$ cat src/rtl/cpu_sequencer_if.sv
// Load/enable interface between the instruction sequencer and the datapath
// blocks (IR, PC, accumulator, memory, bus driver). The sequencer is the
// master: it receives opcode/zero and drives every strobe.
interface cpu_sequencer_if #(
  parameter int opcode_width = 3,
  parameter int phase_width  = 3
);
  logic [opcode_width-1:0] opcode;
  logic                    zero;
  logic                    sel;
  logic                    rd;
  logic                    ld_ir;
  logic                    inc_pc;
  logic                    ld_pc;
  logic                    ld_ac;
  logic                    data_e;
  logic                    wr;
  logic                    halt;
  logic [phase_width-1:0]  phase;

  modport master (
    input  opcode, zero,
    output sel, rd, ld_ir, inc_pc, ld_pc, ld_ac, data_e, wr, halt, phase
  );

  modport slave (
    output opcode, zero,
    input  sel, rd, ld_ir, inc_pc, ld_pc, ld_ac, data_e, wr, halt, phase
  );
endinterface

$ cat src/rtl/cpu_sequencer.sv
// Eight-phase instruction sequencer. A 3-bit phase counter plus a sticky
// halted flag; all strobes are a combinational decode of phase, opcode,
// the accumulator-zero flag and halted. Only widths of 3 are supported.
module cpu_sequencer #(
  parameter int opcode_width = 3,
  parameter int phase_width  = 3
) (
  input  logic              clk,
  input  logic              rst,
  cpu_sequencer_if.master   bus
);

  typedef enum logic [phase_width-1:0] {
    INST_ADDR  = 3'd0,
    INST_FETCH = 3'd1,
    INST_LOAD  = 3'd2,
    IDLE       = 3'd3,
    OP_ADDR    = 3'd4,
    OP_FETCH   = 3'd5,
    ALU_OP     = 3'd6,
    STORE      = 3'd7
  } phase_e;

  localparam logic [opcode_width-1:0] OP_HLT = 3'd0;
  localparam logic [opcode_width-1:0] OP_SKZ = 3'd1;
  localparam logic [opcode_width-1:0] OP_ADD = 3'd2;
  localparam logic [opcode_width-1:0] OP_AND = 3'd3;
  localparam logic [opcode_width-1:0] OP_XOR = 3'd4;
  localparam logic [opcode_width-1:0] OP_LDA = 3'd5;
  localparam logic [opcode_width-1:0] OP_STO = 3'd6;
  localparam logic [opcode_width-1:0] OP_JMP = 3'd7;

  phase_e phase_q, phase_d;
  logic   halted_q, halted_d;
  logic   aluop;

  // Phase/halted register; reset aborts any instruction in flight.
  always_ff @(posedge clk) begin
    if (rst) begin
      phase_q  <= INST_ADDR;
      halted_q <= 1'b0;
    end else begin
      phase_q  <= phase_d;
      halted_q <= halted_d;
    end
  end

  // Next state: advance every cycle unless halted; HLT freezes at OP_ADDR.
  always_comb begin
    phase_d  = phase_q;
    halted_d = halted_q;
    if (!halted_q) begin
      if (phase_q == OP_ADDR && bus.opcode == OP_HLT) begin
        halted_d = 1'b1;
      end else begin
        phase_d = phase_e'(phase_q + 1'b1);
      end
    end
  end

  // Strobe decode; halted masks everything except the halt indication.
  always_comb begin
    aluop      = (bus.opcode == OP_ADD) || (bus.opcode == OP_AND) ||
                 (bus.opcode == OP_XOR) || (bus.opcode == OP_LDA);
    bus.sel    = 1'b0;
    bus.rd     = 1'b0;
    bus.ld_ir  = 1'b0;
    bus.inc_pc = 1'b0;
    bus.ld_pc  = 1'b0;
    bus.ld_ac  = 1'b0;
    bus.data_e = 1'b0;
    bus.wr     = 1'b0;
    bus.halt   = 1'b0;
    if (halted_q) begin
      bus.halt = 1'b1;
    end else begin
      case (phase_q)
        INST_ADDR: begin
          bus.sel = 1'b1;
        end
        INST_FETCH: begin
          bus.sel = 1'b1;
          bus.rd  = 1'b1;
        end
        INST_LOAD, IDLE: begin
          bus.sel   = 1'b1;
          bus.rd    = 1'b1;
          bus.ld_ir = 1'b1;
        end
        OP_ADDR: begin
          bus.inc_pc = 1'b1;
          bus.halt   = (bus.opcode == OP_HLT);
        end
        OP_FETCH: begin
          bus.rd = aluop;
        end
        ALU_OP: begin
          bus.rd     = aluop;
          bus.inc_pc = (bus.opcode == OP_SKZ) && bus.zero;
          bus.ld_pc  = (bus.opcode == OP_JMP);
          bus.data_e = (bus.opcode == OP_STO);
        end
        STORE: begin
          bus.rd     = aluop;
          bus.ld_ac  = aluop;
          bus.ld_pc  = (bus.opcode == OP_JMP);
          bus.inc_pc = (bus.opcode == OP_JMP);
          bus.data_e = (bus.opcode == OP_STO);
          bus.wr     = (bus.opcode == OP_STO);
        end
        default: begin
        end
      endcase
    end
  end

  assign bus.phase = phase_q;

endmodule
$ cat src/flat_wrapper.sv
// flat-port wrapper written by rule: the top's interface ports become plain ports
module cpu_sequencer_flat 
#(
  parameter int opcode_width = 3,
  parameter int phase_width  = 3
)
  (clk, rst, bus_opcode, bus_zero, bus_sel, bus_rd, bus_ld_ir, bus_inc_pc, bus_ld_pc, bus_ld_ac, bus_data_e, bus_wr, bus_halt, bus_phase);
  cpu_sequencer_if #(.opcode_width(opcode_width), .phase_width(phase_width)) bus_i ();
  input  logic clk;
  input  logic rst;
  input wire logic [$bits(bus_i.opcode)-1:0] bus_opcode;
  input wire logic [$bits(bus_i.zero)-1:0] bus_zero;
  output wire logic [$bits(bus_i.sel)-1:0] bus_sel;
  output wire logic [$bits(bus_i.rd)-1:0] bus_rd;
  output wire logic [$bits(bus_i.ld_ir)-1:0] bus_ld_ir;
  output wire logic [$bits(bus_i.inc_pc)-1:0] bus_inc_pc;
  output wire logic [$bits(bus_i.ld_pc)-1:0] bus_ld_pc;
  output wire logic [$bits(bus_i.ld_ac)-1:0] bus_ld_ac;
  output wire logic [$bits(bus_i.data_e)-1:0] bus_data_e;
  output wire logic [$bits(bus_i.wr)-1:0] bus_wr;
  output wire logic [$bits(bus_i.halt)-1:0] bus_halt;
  output wire logic [$bits(bus_i.phase)-1:0] bus_phase;
  assign bus_i.opcode = bus_opcode;
  assign bus_i.zero = bus_zero;
  assign bus_sel = bus_i.sel;
  assign bus_rd = bus_i.rd;
  assign bus_ld_ir = bus_i.ld_ir;
  assign bus_inc_pc = bus_i.inc_pc;
  assign bus_ld_pc = bus_i.ld_pc;
  assign bus_ld_ac = bus_i.ld_ac;
  assign bus_data_e = bus_i.data_e;
  assign bus_wr = bus_i.wr;
  assign bus_halt = bus_i.halt;
  assign bus_phase = bus_i.phase;
  cpu_sequencer #(.opcode_width(opcode_width), .phase_width(phase_width)) u_core (.clk(clk), .rst(rst), .bus(bus_i));
endmodule
$ cat config.mk
export PLATFORM = sky130hd
export DESIGN_NAME = cpu_sequencer_flat
export DESIGN_NICKNAME = d
export VERILOG_FILES = /design/src/rtl/cpu_sequencer_if.sv /design/src/rtl/cpu_sequencer.sv /design/src/flat_wrapper.sv
export SDC_FILE = /design/constraint.sdc
export NUM_CORES = 1
export LEC_CHECK = 0
export ABC_AREA = 0
export CORE_AREA = 4 4 41 43
export CTS_CLUSTER_SIZE = 20
export DETAILED_ROUTE_END_ITERATION = 12
export DIE_AREA = 0 0 45 47
export PLACE_DENSITY = 0.68
export SYNTH_ARGS = -nofsm -noshare
export SYNTH_HDL_FRONTEND = slang
export SYNTH_SLANG_ARGS = --single-unit
export TNS_END_PERCENT = 5
$ cat constraint.sdc
create_clock -name clk -period 1.6 [get_ports clk]
set_clock_uncertainty 0.1 [all_clocks]
set_input_delay 0.4 -clock clk [delete_from_list [all_inputs] [get_ports clk]]
set_output_delay 0.4 -clock clk [all_outputs]
set_load 0.03 [all_outputs]
# Word level (Yosys, flattened, before mapping)
# Index checks and enable logic that the tools add are counted.
# op_classes
add_sub_neg	1
mul	0
n_div	0
magnitude_cmp	0
eq_ne	14
shifts	0
n_mux	20
bitwise_logic	2
reduce_logical	13
# ops
cell	n
== test 3 bit, second input constant	8
two-way mux 1 bit	18
== test 3 x 2 -> 1 bit, second input constant	4
== test 3 x 1 -> 1 bit, second input constant	2
zero test 3 bit	2
OR reduction 3 bit	2
OR reduction 2 bit	2
OR reduction 4 bit	1
adder 3 x 1 -> 3 bit, second input constant	1
logical OR 1 bit	3
case mux 1 bit (3 select lines)	1
logical AND 1 bit	2
inverter 1 bit	2
case mux 1 bit (2 select lines)	1
AND reduction 2 bit	1
# word_totals
register_bits	4
latch_bits	0
mem_bits_rw	0
romBits	0
in_bits	6
out_inout_bits	12
word_cells	52
memories	0

# Depth between registers and ports, before layout
# depth
ltp_word	6
ltp_mapped	5
ltp_nobuf	5

# Worst setup path before layout
# OpenSTA, ideal clock, no wires.
# synth_path
path_type	flip-flop to output port
start	register u_core.phase_q[1], in the netlist u_core.bus.phase[1]
end	output port bus_inc_pc
arrival_ns	2.638
required_time_ns	1.100
path_slack_ns	-1.538
path_stages_with_launch	5
n_path_buf	0
path_cell_list	dfxtp_1 -> ha_1 -> ha_1 -> a31oi_1 -> a2111oi_0
# synth_between
elab_chain_cells	3
elab_cells_between_ends	5
cone_classes	eq/ne (3); mux (2)
# synth_lines
item	line	rtl
start: declaration	cpu_sequencer.sv:33	phase_e phase_q, phase_d;
start signal: assignment	cpu_sequencer.sv:43	phase_q <= phase_d;
== test 3 bit	cpu_sequencer.sv:77	case (phase_q)
case mux 1 bit (3 select lines) *	cpu_sequencer.sv:77	
two-way mux 1 bit *	cpu_sequencer.sv:74	if (halted_q) begin
end: declaration	flat_wrapper.sv:16	output wire logic [$bits(bus_i.inc_pc)-1:0] bus_inc_pc;
# Every way passes the cells marked *; elsewhere a longest branch is shown, timed or not.

# Final worst setup path
# layout_path
start	register u_core.phase_q[1], in the netlist u_core.bus.phase[1]
end	output port bus_ld_pc
# layout_between
elab_chain_cells	4
elab_cells_between_ends	5
cone_classes	eq/ne (2); mux (2); reduce/logical (1)
# layout_lines
item	line	rtl
== test 3 bit	cpu_sequencer.sv:77	
OR reduction 2 bit (no source line) *	--	
two-way mux 1 bit *	--	
two-way mux 1 bit *	cpu_sequencer.sv:74	
end: declaration	flat_wrapper.sv:17	output wire logic [$bits(bus_i.ld_pc)-1:0] bus_ld_pc;
# Marks and branches as above.

==> metrics.txt <==
Pleak=slightly below 0.4 nW; largest family of logic cells by synthesized area=simple AND/OR/NAND/NOR gates; maximum VDD drop=around 0.75 mV; Min-Delay Path Class=register to register; R2R depth=4; Placed Area=around 790 µm²; Antenna Cells=0; overall fraction of global-route tracks in use=between 15 and 20%; sequential element share of the synthesized area=19.5%; Cell Count, Final, Fillers Out=107; simple-gate share of the synthesized area=about a third; nets=104; worst-path maximum fanout=6; Core Util, Final=approximately 69%; Synth Instances=53; share of power burned in registers=18.0%; CTS tree=yes; commonest cells after routing, fill and taps aside=buf_4 (26), buf_6 (7), ha_4 (4); Slew Limit Fails=0; area grow syn2layout=118%; Comb power frac=a little over two thirds; WL/cell=~13 µm; critical path cell sequence=inv_2 > or4_4 > nor2_4 > buf_6; dpl cells=around 100; Overall Power=1.20 mW; minimum clock period=~2.0 ns; final hold vios=0; Main synth FF type=dfxtp_1; mean cell area of the mapped netlist=approximately 7.8 µm²; # fillers=112; Clk Latency, worst-skew pair=0.23 ns; Max Clock Freq=495 MHz; chip height=between 40 and 50 µm; Sink Count=4; largest net degree at the start of global routing=14; FF+latch area=between 90 and 100 µm²; Remaining DRCs=0; synth warn=0; Psw=between 0.5 and 0.6 mW; setup ws final=-0.420 ns; Worst Path Required=between 1 and 1.5 ns; Critical Path Source Type=register; async set-reset flop share out of synthesis=0%; final HPWL from detailed placement=~1.1 mm; post-route cell area=around 900 µm²; first-pass GRT wire length=about 2.3 mm; vias in the first global route=533; xor-xnor portion of the synthesized cell area=2.13%; Synth top area share=between 15 and 20%; Worst slew margin=78.9%; CP bufs+invs=2; area of the multi-input gates=419 µm²; CTS H-tree depth=1; Worst-path clk slew=about 0.040 ns; global route total overflow=0; Critical Path Max Stage Delay=around 0.56 ns; most common cell after layout, fill and taps aside=buf_4; CTS Buffer Depth=2; Crit path depth=4; port bufs=17; core footprint=approximately 1300 µm²; Synth area leader=dfxtp_1; unrepaired setup endpoints after global routing=true; Net Sw Frac=~45%; synth top area cells=dfxtp_1 (19%), ha_1 (15%), nor2_1 (7.3%), mux2i_1 (4.9%), inv_1 (4.6%); Crit. End Element=output port; Hold Slack=about 0.55 ns; #FFs+latches synth=4; Starting Density=31.6%; crit path launch=u_core.bus.phase[1]; post-route ant nets=0; final worst-path cycle share=126%; die width=about 45 µm; CTS root buf=clkbuf_4; Compound-Gate Fraction of Synth Area=16.7%; post-synthesis mux area share=around 4.9%; DRT Pass-1 Iters=3; Worst R2R End=u_core.bus.phase[1]; EDFF count, synth=0; share of cells above drive strength 1=between 60% and 70%; initial drt markers=5; delay-heaviest family, CP=simple AND/OR/NAND/NOR gates; Setup TNS=-2.39 ns; Post-Synth Adder-Cell Area=15.2%; Worst Path Arrival=1.52 ns; reg2reg start=u_core.bus.phase[1]; initial antenna violation count=0; Cell Area, Synth=around 410 µm²; slowest CP cell=or4_4; WS Path Type=register to output port; syn_nets=64; # IOs=18; last element of the critical path=bus_ld_pc; CTS Hold Bufs=0; total CTS buffers=3; via count=between 500 and 600; Via density=around 5; Yosys cell types=27; failing checks=setup timing; Final setup viols=8; outcome=complete, but fails checks; PwrDens=approximately 1300 nW/µm²; Power Internal=0.665 mW; Clock Power Share=11.3%; Worst-Margin Slew=about 0.31 ns; GP Congestion=0.753; Max-Cap Viols=0; R2R Setup Slk=about 0.15 ns; Post-Route WL=1.41 mm; row cnt=13; area of the die=roughly 2100 µm²; pre-CTS setup slack=-0.750 ns
## cell families after synthesis
logic type,count (synthesis)
and+or+nand+nor,23
buffers and inverters,9
AOI/OAI and AO/OA,9
xor gates and xnor gates,1
adders and majority gates,5
muxes,2
DFF,4
## worst register-to-register path, stage by stage (launching register included)
cell      delay (ns)
dfxtp_4         0.39
inv_2           0.08
ha_4            0.27
or4b_1          0.42
o211ai_1        0.10
## sequential cells by signal, indices dropped and copies added, names as in the netlist
name and cells:
u_core.bus.phase 3, u_core.halted_q 1
## synthesized netlist by cell type, types with 2 or more instances
| cell type | count |
|---|---|
| mux2i_1 | 2 |
| dfxtp_1 | 4 |
| nor3_1 | 3 |
| o211ai_1 | 2 |
| nor2_1 | 8 |
| clkbuf_1 | 2 |
| nor4b_1 | 2 |
| nand2_1 | 3 |
| inv_1 | 5 |
| ha_1 | 5 |
## how the worst min path moves through the flow
stage / startpoint / cells after the start / slack [ns] / endpoint
final: u_core.bus.phase[2] / 3 / 0.55 / u_core.bus.phase[2]
after global routing: u_core.bus.phase[2] / 3 / 0.58 / u_core.bus.phase[2]
after global placement: u_core.bus.phase[2] / 3 / 0.55 / u_core.bus.phase[2]
after floorplan: u_core.halted_q / 2 / 0.42 / u_core.halted_q
after CTS: u_core.bus.phase[2] / 3 / 0.56 / u_core.bus.phase[2]
after detailed placement: u_core.bus.phase[2] / 3 / 0.55 / u_core.bus.phase[2]
## power by group through the flow
stage	Clock (mW)	Sequential, mW	Combinational, mW
final	0.136	0.217	0.849
after global routing	0.149	0.226	0.909
after CTS	0.142	0.209	0.824
after detailed placement	0	0.212	0.772
after global placement	0	0.212	0.761
after floorplan	0	0.257	0.403
## routing by layer
layer	GRT usage (%)	part of all wire (%)	routed length, µm	vias to the layer above
met3	3.83	4.1	58	0
li1	-	-	-	274
met1	17.5	42	587	248
met4	3.51	0	0	0
met5	0	0	0	-
met2	28.0	54	759	10
## cell type report
type | count | area share (%)
multi-input combinational | 40 | 46.8
sequential | 4 | 10.2
clock buffer | 4 | 2.93
inverter | 6 | 2.79
timing repair buffer | 38 | 35.2
tap | 15 | 2.09
## what timing repair did
item,in CTS,in global routing
pin swaps,4,5
setup buffers,1,0
setup endpoints to repair,11,8
resized for setup,16,9
Power figures use the tool's default switching activity.
